===== src/rtl/weight_stream_mem.sv =====
// weight_stream_mem
// Writable per-neuron weight store. Weights are loaded over a valid/ready port
// with an auto-incrementing write pointer. A start pulse streams the full set in
// address order to the MAC datapath, with backpressure and a last-beat flag.
//
// Ports:
//   clk, rst        clock, asynchronous active-high reset
//   load_valid      load word present
//   load_data       weight to store
//   load_ready      load word accepted this cycle (IDLE and no start)
//   load_done       one-cycle pulse after the final word of a set is accepted
//   loaded          a complete weight set is stored
//   start           request one full streaming pass
//   busy            streaming pass in progress
//   wout            streamed weight (output register)
//   wout_valid      wout holds a valid weight
//   wout_last       wout came from address NUM_WEIGHT-1
//   wout_ready      consumer accepts wout this cycle
module weight_stream_mem #(
  parameter int NUM_WEIGHT = 30,
  parameter int DATA_WIDTH = 16,
  parameter int ADDR_WIDTH = $clog2(NUM_WEIGHT)
) (
  input  logic                  clk,
  input  logic                  rst,
  input  logic                  load_valid,
  input  logic [DATA_WIDTH-1:0] load_data,
  output logic                  load_ready,
  output logic                  load_done,
  output logic                  loaded,
  input  logic                  start,
  output logic                  busy,
  output logic [DATA_WIDTH-1:0] wout,
  output logic                  wout_valid,
  output logic                  wout_last,
  input  logic                  wout_ready
);

  typedef enum logic {IDLE = 1'b0, STREAM = 1'b1} state_t;

  localparam logic [ADDR_WIDTH-1:0] LAST_ADDR = ADDR_WIDTH'(NUM_WEIGHT - 1);

  logic [DATA_WIDTH-1:0] mem [NUM_WEIGHT];

  state_t                state_q, state_d;
  logic [ADDR_WIDTH-1:0] wptr_q, wptr_d;
  logic [ADDR_WIDTH-1:0] rptr_q, rptr_d;
  logic                  loaded_q, loaded_d;
  logic                  load_done_q, load_done_d;
  logic                  busy_q, busy_d;
  logic [DATA_WIDTH-1:0] wout_q, wout_d;
  logic                  wout_valid_q, wout_valid_d;
  logic                  wout_last_q, wout_last_d;
  logic                  issued_all_q, issued_all_d;

  logic load_fire;
  logic start_go;
  logic drain;
  logic issue;

  // start has priority over a simultaneous load beat.
  assign load_ready = (state_q == IDLE) && !start;
  assign load_fire  = load_valid && load_ready;
  // A pass may only begin from a complete, unmodified set.
  assign start_go   = (state_q == IDLE) && start && loaded_q && (wptr_q == '0);
  assign drain      = wout_valid_q && wout_ready;
  // Read into the output register whenever it is empty or being emptied.
  assign issue      = (state_q == STREAM) && !issued_all_q && (!wout_valid_q || wout_ready);

  always_comb begin
    state_d      = state_q;
    wptr_d       = wptr_q;
    rptr_d       = rptr_q;
    loaded_d     = loaded_q;
    load_done_d  = 1'b0;
    busy_d       = busy_q;
    wout_d       = wout_q;
    wout_valid_d = wout_valid_q;
    wout_last_d  = wout_last_q;
    issued_all_d = issued_all_q;

    case (state_q)
      IDLE: begin
        if (start_go) begin
          state_d      = STREAM;
          rptr_d       = '0;
          busy_d       = 1'b1;
          issued_all_d = 1'b0;
        end else if (load_fire) begin
          if (wptr_q == LAST_ADDR) begin
            wptr_d      = '0;
            loaded_d    = 1'b1;
            load_done_d = 1'b1;
          end else begin
            wptr_d = wptr_q + 1'b1;
            // First word of a reload invalidates the stored set.
            if (wptr_q == '0) loaded_d = 1'b0;
          end
        end
      end

      STREAM: begin
        if (issue) begin
          wout_d       = mem[rptr_q];
          wout_valid_d = 1'b1;
          wout_last_d  = (rptr_q == LAST_ADDR);
          if (rptr_q == LAST_ADDR) issued_all_d = 1'b1;
          else                     rptr_d       = rptr_q + 1'b1;
        end else if (drain) begin
          wout_valid_d = 1'b0;
          wout_last_d  = 1'b0;
        end
        if (drain && wout_last_q) begin
          state_d = IDLE;
          busy_d  = 1'b0;
        end
      end

      default: state_d = IDLE;
    endcase
  end

  always_ff @(posedge clk or posedge rst) begin
    if (rst) begin
      state_q      <= IDLE;
      wptr_q       <= '0;
      rptr_q       <= '0;
      loaded_q     <= 1'b0;
      load_done_q  <= 1'b0;
      busy_q       <= 1'b0;
      wout_q       <= '0;
      wout_valid_q <= 1'b0;
      wout_last_q  <= 1'b0;
      issued_all_q <= 1'b0;
    end else begin
      state_q      <= state_d;
      wptr_q       <= wptr_d;
      rptr_q       <= rptr_d;
      loaded_q     <= loaded_d;
      load_done_q  <= load_done_d;
      busy_q       <= busy_d;
      wout_q       <= wout_d;
      wout_valid_q <= wout_valid_d;
      wout_last_q  <= wout_last_d;
      issued_all_q <= issued_all_d;
    end
  end

  // Weight array is deliberately not reset; loaded qualifies its contents.
  always_ff @(posedge clk) begin
    if (load_fire) mem[wptr_q] <= load_data;
  end

  assign load_done  = load_done_q;
  assign loaded     = loaded_q;
  assign busy       = busy_q;
  assign wout       = wout_q;
  assign wout_valid = wout_valid_q;
  assign wout_last  = wout_last_q;

endmodule


===== config.mk =====
export PLATFORM = sky130hd
export DESIGN_NAME = weight_stream_mem
export DESIGN_NICKNAME = d
export VERILOG_FILES = /design/src/rtl/weight_stream_mem.sv
export SDC_FILE = /design/constraint.sdc
export NUM_CORES = 1
export LEC_CHECK = 0
export BUFFER_PORTS_ARGS = -buffer_cell sky130_fd_sc_hd__clkbuf_2
export CAP_MARGIN = 20
export CORE_MARGIN = 3
export CORE_UTILIZATION = 45
export DETAILED_ROUTE_END_ITERATION = 10
export SETUP_SLACK_MARGIN = 0.02
export SYNTH_ARGS = -nofsm -noshare
export SYNTH_HDL_FRONTEND = slang
export SYNTH_SLANG_ARGS = --single-unit

===== constraint.sdc =====
create_clock -name clk -period 2.45 [get_ports clk]
set_clock_uncertainty 0.2 [all_clocks]
set_input_delay 0.245 -clock clk [delete_from_list [all_inputs] [get_ports clk]]
set_output_delay 0.245 -clock clk [all_outputs]
set_load 0.005 [all_outputs]

Word-level counts from Yosys, hierarchy flattened
Memories as Yosys holds them, arrays and structs flattened. A register that Yosys moved wholly into a read port is not among the register bits.
Index checks and enable logic that the tools add are counted.
{ "totals": {"in_bits": 21, "reg_bits": 17, "mem_bits_rw": 480, "wordCells": 70, "memories": 1} }
{ "classes": {"reduce_logical": 23, "bitwise_logic": 2, "mux": 26, "n_addsub": 2, "n_eq_ne": 7} }
{ "mem_list": {"columns": ["memory", "words", "width", "read_ports", "rd_clocked_by_memory_dff", "wr", "line", "text"], "rows": [
  ["mem", 30, 16, 1, 1, 1, "43", "logic [DATA_WIDTH-1:0] mem [NUM_WEIGHT];"]
]} }
{ "op_table": {"columns": ["operator", "n"], "rows": [
  ["$mux 5", 4],
  ["$mux 1", 18],
  ["$add 5x1->5 const B", 2],
  ["$eq 5x5->1 const B", 2],
  ["$pmux 5 s2", 1],
  ["$logic_and 1x1->1", 9],
  ["$reduce_and 3->1", 3],
  ["$ne 2x1->1 const B", 3],
  ["$pmux 1 s2", 3],
  ["$reduce_and 2->1", 3],
  ["$logic_not 5->1", 1],
  ["$ne 2x2->1 const B", 2],
  ["$reduce_and 4->1", 1],
  ["$reduce_bool 2->1", 2],
  ["$logic_not 1->1", 3],
  ["$not 1->1", 2],
  ["$logic_or 1x1->1", 1]
]} }

Logic depth before layout (Yosys ltp)
Gate-level depths: netlist of the first run.
{ "depth": {"depth_word": 6, "mapped_depth": 10, "depth_no_buf": 7} }

Worst setup path before layout of the first run
No wires, ideal clock.
{ "synth_timing": {"kind": "reg-to-reg", "start": "register state_q", "end": "memory mem[29][0], enable pin", "stages_incl_launch_ff": 6, "slack_ps": -186, "n_path_buf": 2, "required_ps": 1857, "t_arrival_ps": 2043, "synth_period_minus_slack_ps": 2636, "cell_sequence": "dfrtp_1 -> clkbuf_1 -> nor3b_2 -> nand2_1 -> clkbuf_1 -> nor2_1"} }
{ "synth_via": {"elab_chain_cells": 5} }
{ "synth_rtl": {"columns": ["item", "line", "text"], "rows": [
  ["start: declaration", "45", "state_t state_q, state_d;"],
  ["start signal: assignment", "136", "state_q <= state_d;"],
  ["$not 1->1 (no line)", null, null],
  ["$logic_and 1x1->1", "62", "assign load_ready = (state_q == IDLE) && !start;"],
  ["$logic_and 1x1->1", "63", "assign load_fire = load_valid && load_ready;"],
  ["$mux 1", "151", "if (load_fire) mem[wptr_q] <= load_data;"],
  ["$mux 1 (not written as such)", "151", null],
  ["end: declaration", "43", null]
]} }
Every way passes these cells.

==> results.json, run 1 <==
{
  "dp_slack_ns": -0.361,
  "wirelength_microns": 48700,
  "final_cell_count_no_fill": 1850,
  "fin_crit_sh": 0.970,
  "htree_levels": 2,
  "io_pins": 43,
  "synth_nets": 1097,
  "yosys-top-cells-area": "edfxtp_1 72%, mux4_2 6.5%, mux2i_1 5.4%",
  "postPlaceCellArea_sq_um": 21900,
  "setup_viol": 0,
  "initialDrtViolationCount": 1146,
  "synth_most_common_cell": "edfxtp_1",
  "drc": 0,
  "cts-root-buf": "clkbuf_16",
  "synthArstFlopShare": 0.0643,
  "syn_to_final_growth_pct": 18.6,
  "ys_ff_latch": 513,
  "yosysUniqueCellTypes": 49,
  "fp.coreArea_sq_um": 43600,
  "design_area_sq_um": 23800,
  "yosysSeqAreaShare": 0.759,
  "chipHeight_microns": 217,
  "clock_sinks": 513,
  "syn_area_per_cell_sq_um": 18.8,
  "fin_crit_ns": 2.38,
  "dr.pass1.iters": 5,
  "vias_per_cell": 5.68,
  "grt_usage": 0.210,
  "whs_ns": 0.105,
  "grt_pass1_wl_microns": 72200,
  "relSlewSlack": 0.467,
  "nNetsFinal": 1247,
  "ys.flop_type": "edfxtp_1",
  "register_area_sq_um": 15200,
  "grt_max_degree": 41,
  "tightest_slew_ns": 0.796,
  "multi_input_area_sq_um": 4570,
  "dp_hpwl_microns": 30100,
  "worstSkewPairLatency_ns": 0.59,
  "cp-end-kind": "flop",
  "clk_pin_slew_ns": 0.06,
  "hold_path_class": "primary input to flop",
  "cp_max_fo": 4,
  "ys.warnings.count": 0,
  "vias": 10500,
  "antenna_left": 0,
  "synth_commonest_cells": "480 x edfxtp_1, 109 x mux2i_1, 80 x nor2_1",
  "synth_area_leader_cell": "edfxtp_1",
  "hold_viol": 0,
  "syn_inst": 1070,
  "gp_congestion": 0.792,
  "syn_area_sq_um": 20100,
  "outcome": "completed",
  "initial_core_util": 0.461,
  "setup_ws_ns": 0.0745,
  "cp-start-kind": "flop",
  "dieArea_sq_um": 47200,
  "nFillCells": 3427,
  "chipWidth_microns": 217,
  "grt_overflow_total": 0,
  "p_per_area_nw_per_um2": 828,
  "maxClockFrequency_mhz": 421,
  "dp_cells": 1742,
  "portBuffers": 42,
  "rsz0062_at_grt": "true",
  "required_ns": 2.71,
  "grt_pass1_vias": 10700,
  "antenna_found_initial": 0,
  "arrival_ns": 2.64,
  "synth_edf_count": 480,
  "leakage_uw": 0.00757,
  "yosysTopAreaCellShare": 0.718,
  "post-route-util": 0.547,
  "cap_violations": 0,
  "cts_tree": "done",
  "avgRoutedWirePerCell_microns": 26.3,
  "worstSetupPathType": "flop to flop",
  "cts_buffers": 54,
  "rows": 76,
  "drive_above_1_share": 0.258,
  "diodes": 0,
  "clock_path_buffers": 3,
  "ir_worst_vdd_mv": 0.565,
  "final_max_slew_viol_count": 0
}
-- final timing paths --
check                              from            to  slack (ns)  cells after the start
hold / removal             load_data[9]    mem[15][9]        0.11                      1
setup reg to reg              rptr_q[0]      wout[15]        0.07                      5
setup / recovery              rptr_q[0]      wout[15]        0.07                      5
max in group asynchronous           rst     rptr_q[1]        1.43                      4
hold reg to reg            issued_all_q  issued_all_q        0.30                      2
min in group asynchronous           rst     wptr_q[0]        0.12                      4
-- repair_timing --
action	CTS	global route
endpoints found under the hold margin	41	0
setup buffers	3	0
pin swaps	0	2
endpoints found under the setup margin	11	33
resized for setup	12	17
hold buffers	4	0
-- per-layer routing --
metal	track usage	wire, microns
met5	0	0
met4	0.0513	992
met3	0.0304	2390
met2	0.341	23700
met1	0.302	21600
-- state kept, by name (all words and copies together), names as in the netlist --
register,cells
mem,480
wout,16
rptr_q,5
wptr_q,5
busy,1
issued_all_q,1
load_done,1
loaded,1
state_q,1
wout_last,1
wout_valid,1
-- area by class of cell --
| type | instances | share of cell area |
|---|---|---|
| timing repair buffer | 151 | 0.0634 |
| sequential | 513 | 0.641 |
| clock buffer | 71 | 0.0616 |
| multi-input combinational | 493 | 0.192 |
| inverter | 7 | 0.00110 |
| clock inverter | 30 | 0.0107 |
| tap | 585 | 0.0307 |
-- logic make-up (layout without fill, tap and decap cells) --
logic type,count (synthesis),count (layout),synth area share
mux,178,178,0.131
fa+ha+maj,6,6,0.00374
xor+xnor,4,4,0.00175
compound gates,118,118,0.0428
simple gates,187,187,0.0408
flops,513,513,0.759
buf+inv,64,259,0.0207
-- stage by stage --
stage	TNS [ns]	total power, uW
floorplan	-25.22	11300
global placement	-1.05	12000
detailed placement	-1.10	12000
CTS	0	19900
global route	0	20400
finish	0	19700
-- power by group --
part	total, uW	internal, uW	leakage (uW)	switching (uW)
registers	10100	9890	0.00472	182
logic	1790	764	0.00201	1030
clock network	7850	4540	0.000836	3310
total	19700	15200	0.00757	4520
-- critical path: stages (launching register included) --
cell and delay [ns]:
dfrtp_4 0.46, buf_4 0.17, mux4_1 0.57, mux2_2 0.31
a2111oi_4 0.46, nor3_1 0.08
-- placed cells by master, fill, tap and decap left out, types with 6 or more instances in the layout --
cell type,netlist,routed
nand2_1,59,58
a22o_1,8,8
ha_1,6,6
clkinv_2,0,11
o21ai_0,9,8
nand3b_1,6,6
clkbuf_16,0,55
nor2_1,80,63
clkinv_1,0,9
dfrtp_1,33,30
a211oi_1,13,11
clkbuf_2,0,42
mux4_1,7,7
mux2i_1,109,109
inv_1,7,6
buf_12,2,37
mux4_2,58,58
a221oi_1,11,11
buf_4,4,66
edfxtp_1,480,480
nand3_1,14,14
o22ai_1,29,29
nor2_2,0,17
clkbuf_1,22,13
a21oi_1,17,17
Power figures use the tool's default switching activity.
==> inputs of run 2 (changes only) <==
--- a/config.mk
+++ b/config.mk
@@ -7,6 +7,7 @@
 export LEC_CHECK = 0
 export BUFFER_PORTS_ARGS = -buffer_cell sky130_fd_sc_hd__clkbuf_2
 export CAP_MARGIN = 20
+export CORE_ASPECT_RATIO = 2
 export CORE_MARGIN = 3
 export CORE_UTILIZATION = 45
 export DETAILED_ROUTE_END_ITERATION = 10
==> run 2 against run 1 <==
Compared with the run above:
- utilization down 0.84 points
- critical path type unchanged
- global-route usage is 0.60 points higher
- register-to-register slack barely moved
- setup slack worse by 0.015 ns
- total power down 4.3%
==> results.json, run 2 (synthesis results as in run 1) <==
{
  "portBuffers": 42,
  "io_pins": 43,
  "post-route-util": 0.538,
  "clk_pin_slew_ns": 0.07,
  "worstSetupPathType": "flop to flop",
  "rr_endpoint": "wout[15]",
  "hold_path_class": "primary input to flop",
  "drive_above_1_share": 0.260,
  "outcome": "completed",
  "cts_tree": "done",
  "rr_startpoint": "rptr_q[0]",
  "cp_max_fo": 5,
  "total_power_uw": 18900,
  "net-switching-power_uw": 4270,
  "fp.coreArea_sq_um": 43800,
  "hold_viol": 0,
  "syn_to_final_growth_pct": 17.4,
  "nNetsFinal": 1252,
  "final_max_slew_viol_count": 0,
  "min_path_cells": 5,
  "grt_pass1_wl_microns": 74700,
  "avgRoutedWirePerCell_microns": 28.2,
  "antenna_left": 0,
  "dp_cells": 1722,
  "vias": 10500,
  "grt_pass1_vias": 11100,
  "dr.pass1.iters": 5,
  "chipHeight_microns": 305,
  "maxClockFrequency_mhz": 418,
  "initial_core_util": 0.458,
  "cp-end-kind": "flop",
  "final_cell_mix": "480 x edfxtp_1, 109 x mux2i_1, 82 x buf_4, 62 x nor2_1",
  "wirelength_microns": 50800,
  "rows": 108,
  "leakage_uw": 0.00751,
  "p_clk_frac": 0.367,
  "seq_power_share": 0.533,
  "cts_buffers": 42,
  "initialDrtViolationCount": 811,
  "gp_congestion": 0.838,
  "final_cell_count_no_fill": 1804,
  "vias_per_cell": 5.84,
  "dieArea_sq_um": 47300,
  "cp-startpoint": "rptr_q[0]",
  "cap_violations": 0,
  "cts-root-buf": "clkbuf_16",
  "chipWidth_microns": 155,
  "p_per_area_nw_per_um2": 801,
  "antenna_found_initial": 0,
  "fin_crit_sh": 0.976,
  "grt_max_degree": 34,
  "dp_hpwl_microns": 32400,
  "diodes": 0,
  "intPower_uw": 14600,
  "reg2reg_depth": 5,
  "relSlewSlack": 0.424,
  "ir_worst_vdd_mv": 0.525,
  "htree_levels": 2,
  "clock_sinks": 513,
  "worstSetupEndpoint": "wout[15]",
  "mostFrequentLayoutCell": "edfxtp_1",
  "drc": 0,
  "setup_viol": 0,
  "worstSkewPairLatency_ns": 0.55,
  "regMostFlops": "mem",
  "switching_share": 0.226,
  "grt_usage": 0.216,
  "tightest_slew_ns": 0.860,
  "pwr-share-comb": 0.101,
  "clock_path_buffers": 3,
  "nFillCells": 3531,
  "largest_reg_flops": 480,
  "cp-start-kind": "flop",
  "grt_overflow_total": 0,
  "fin_crit_ns": 2.39,
  "arrival_ns": 2.61,
  "required_ns": 2.67,
  "r2r_slack_ns": 0.06
}
run 2: power groups by stage:
stage / combinational, uW / sequential, uW / clock [uW]
global placement: 1800 / 10200 / 0
floorplan: 1130 / 10200 / 0
global route: 2040 / 10100 / 7390
CTS: 1860 / 10100 / 7050
finish: 1900 / 10000 / 6920
detailed placement: 1830 / 10300 / 0
run 2: final cells by class:
| type | instances | area (sq um) | share of cell area |
|---|---|---|---|
| Sequential cell | 513 | 15200 | 0.647 |
| Inverter | 7 | 26.3 | 0.00112 |
| Clock buffer | 50 | 1120 | 0.0476 |
| Timing Repair Buffer | 168 | 1640 | 0.0697 |
| Multi-Input combinational cell | 493 | 4570 | 0.194 |
| Clock inverter | 23 | 265 | 0.0113 |
| Tap cell | 550 | 688 | 0.0292 |
run 2: timing repair:
item / in CTS / in global routing
endpoints found under the hold margin: 38 / 0
buffers inserted: 1 / 4
pin swaps: 0 / 2
setup endpoints to repair: 12 / 28
resized for setup: 13 / 20
gates cloned: 0 / 1
hold buffers: 3 / 0
run 2: how the worst min path moves through the flow:
stage,start,to,slack [ns]
floorplan,load_data[0],mem[0][0],0.14
CTS,load_valid,loaded,0.05
global route,load_valid,loaded,0.1
detailed placement,rst,loaded,0.20
finish,load_valid,loaded,0.08
global placement,rst,load_done,0.19
run 2: layer usage:
layer  vias to the layer above  wire length [microns]  GRT usage
met5                         -                      0          0
met4                         0                   1850     0.0817
met3                        94                   1930     0.0223
met2                       267                  28600      0.404
met1                      5562                  18400      0.251
li1                       4608                      -          -
run 2: worst max-delay path, cell delays in order, from the launching register on:
cell,delay (ns)
dfrtp_4,0.42
clkbuf_4,0.19
mux4_1,0.57
mux2_2,0.31
a2111oi_1,0.48
nor3_1,0.09
run 2: metrics by stage:
stage / area [sq um] / hold slack, ns / worst slack [ns] / setup TNS [ns]
after floorplan: 20100 / 0.144 / -0.117 / -25.22
after global placement: 21900 / 0.190 / -0.198 / -0.768
after global routing: 23600 / 0.0972 / -0.0110 / -0.0110
after CTS: 23400 / 0.0542 / 0.00697 / 0
final: 23600 / 0.0804 / 0.0599 / 0
after detailed placement: 21900 / 0.197 / -0.194 / -0.982
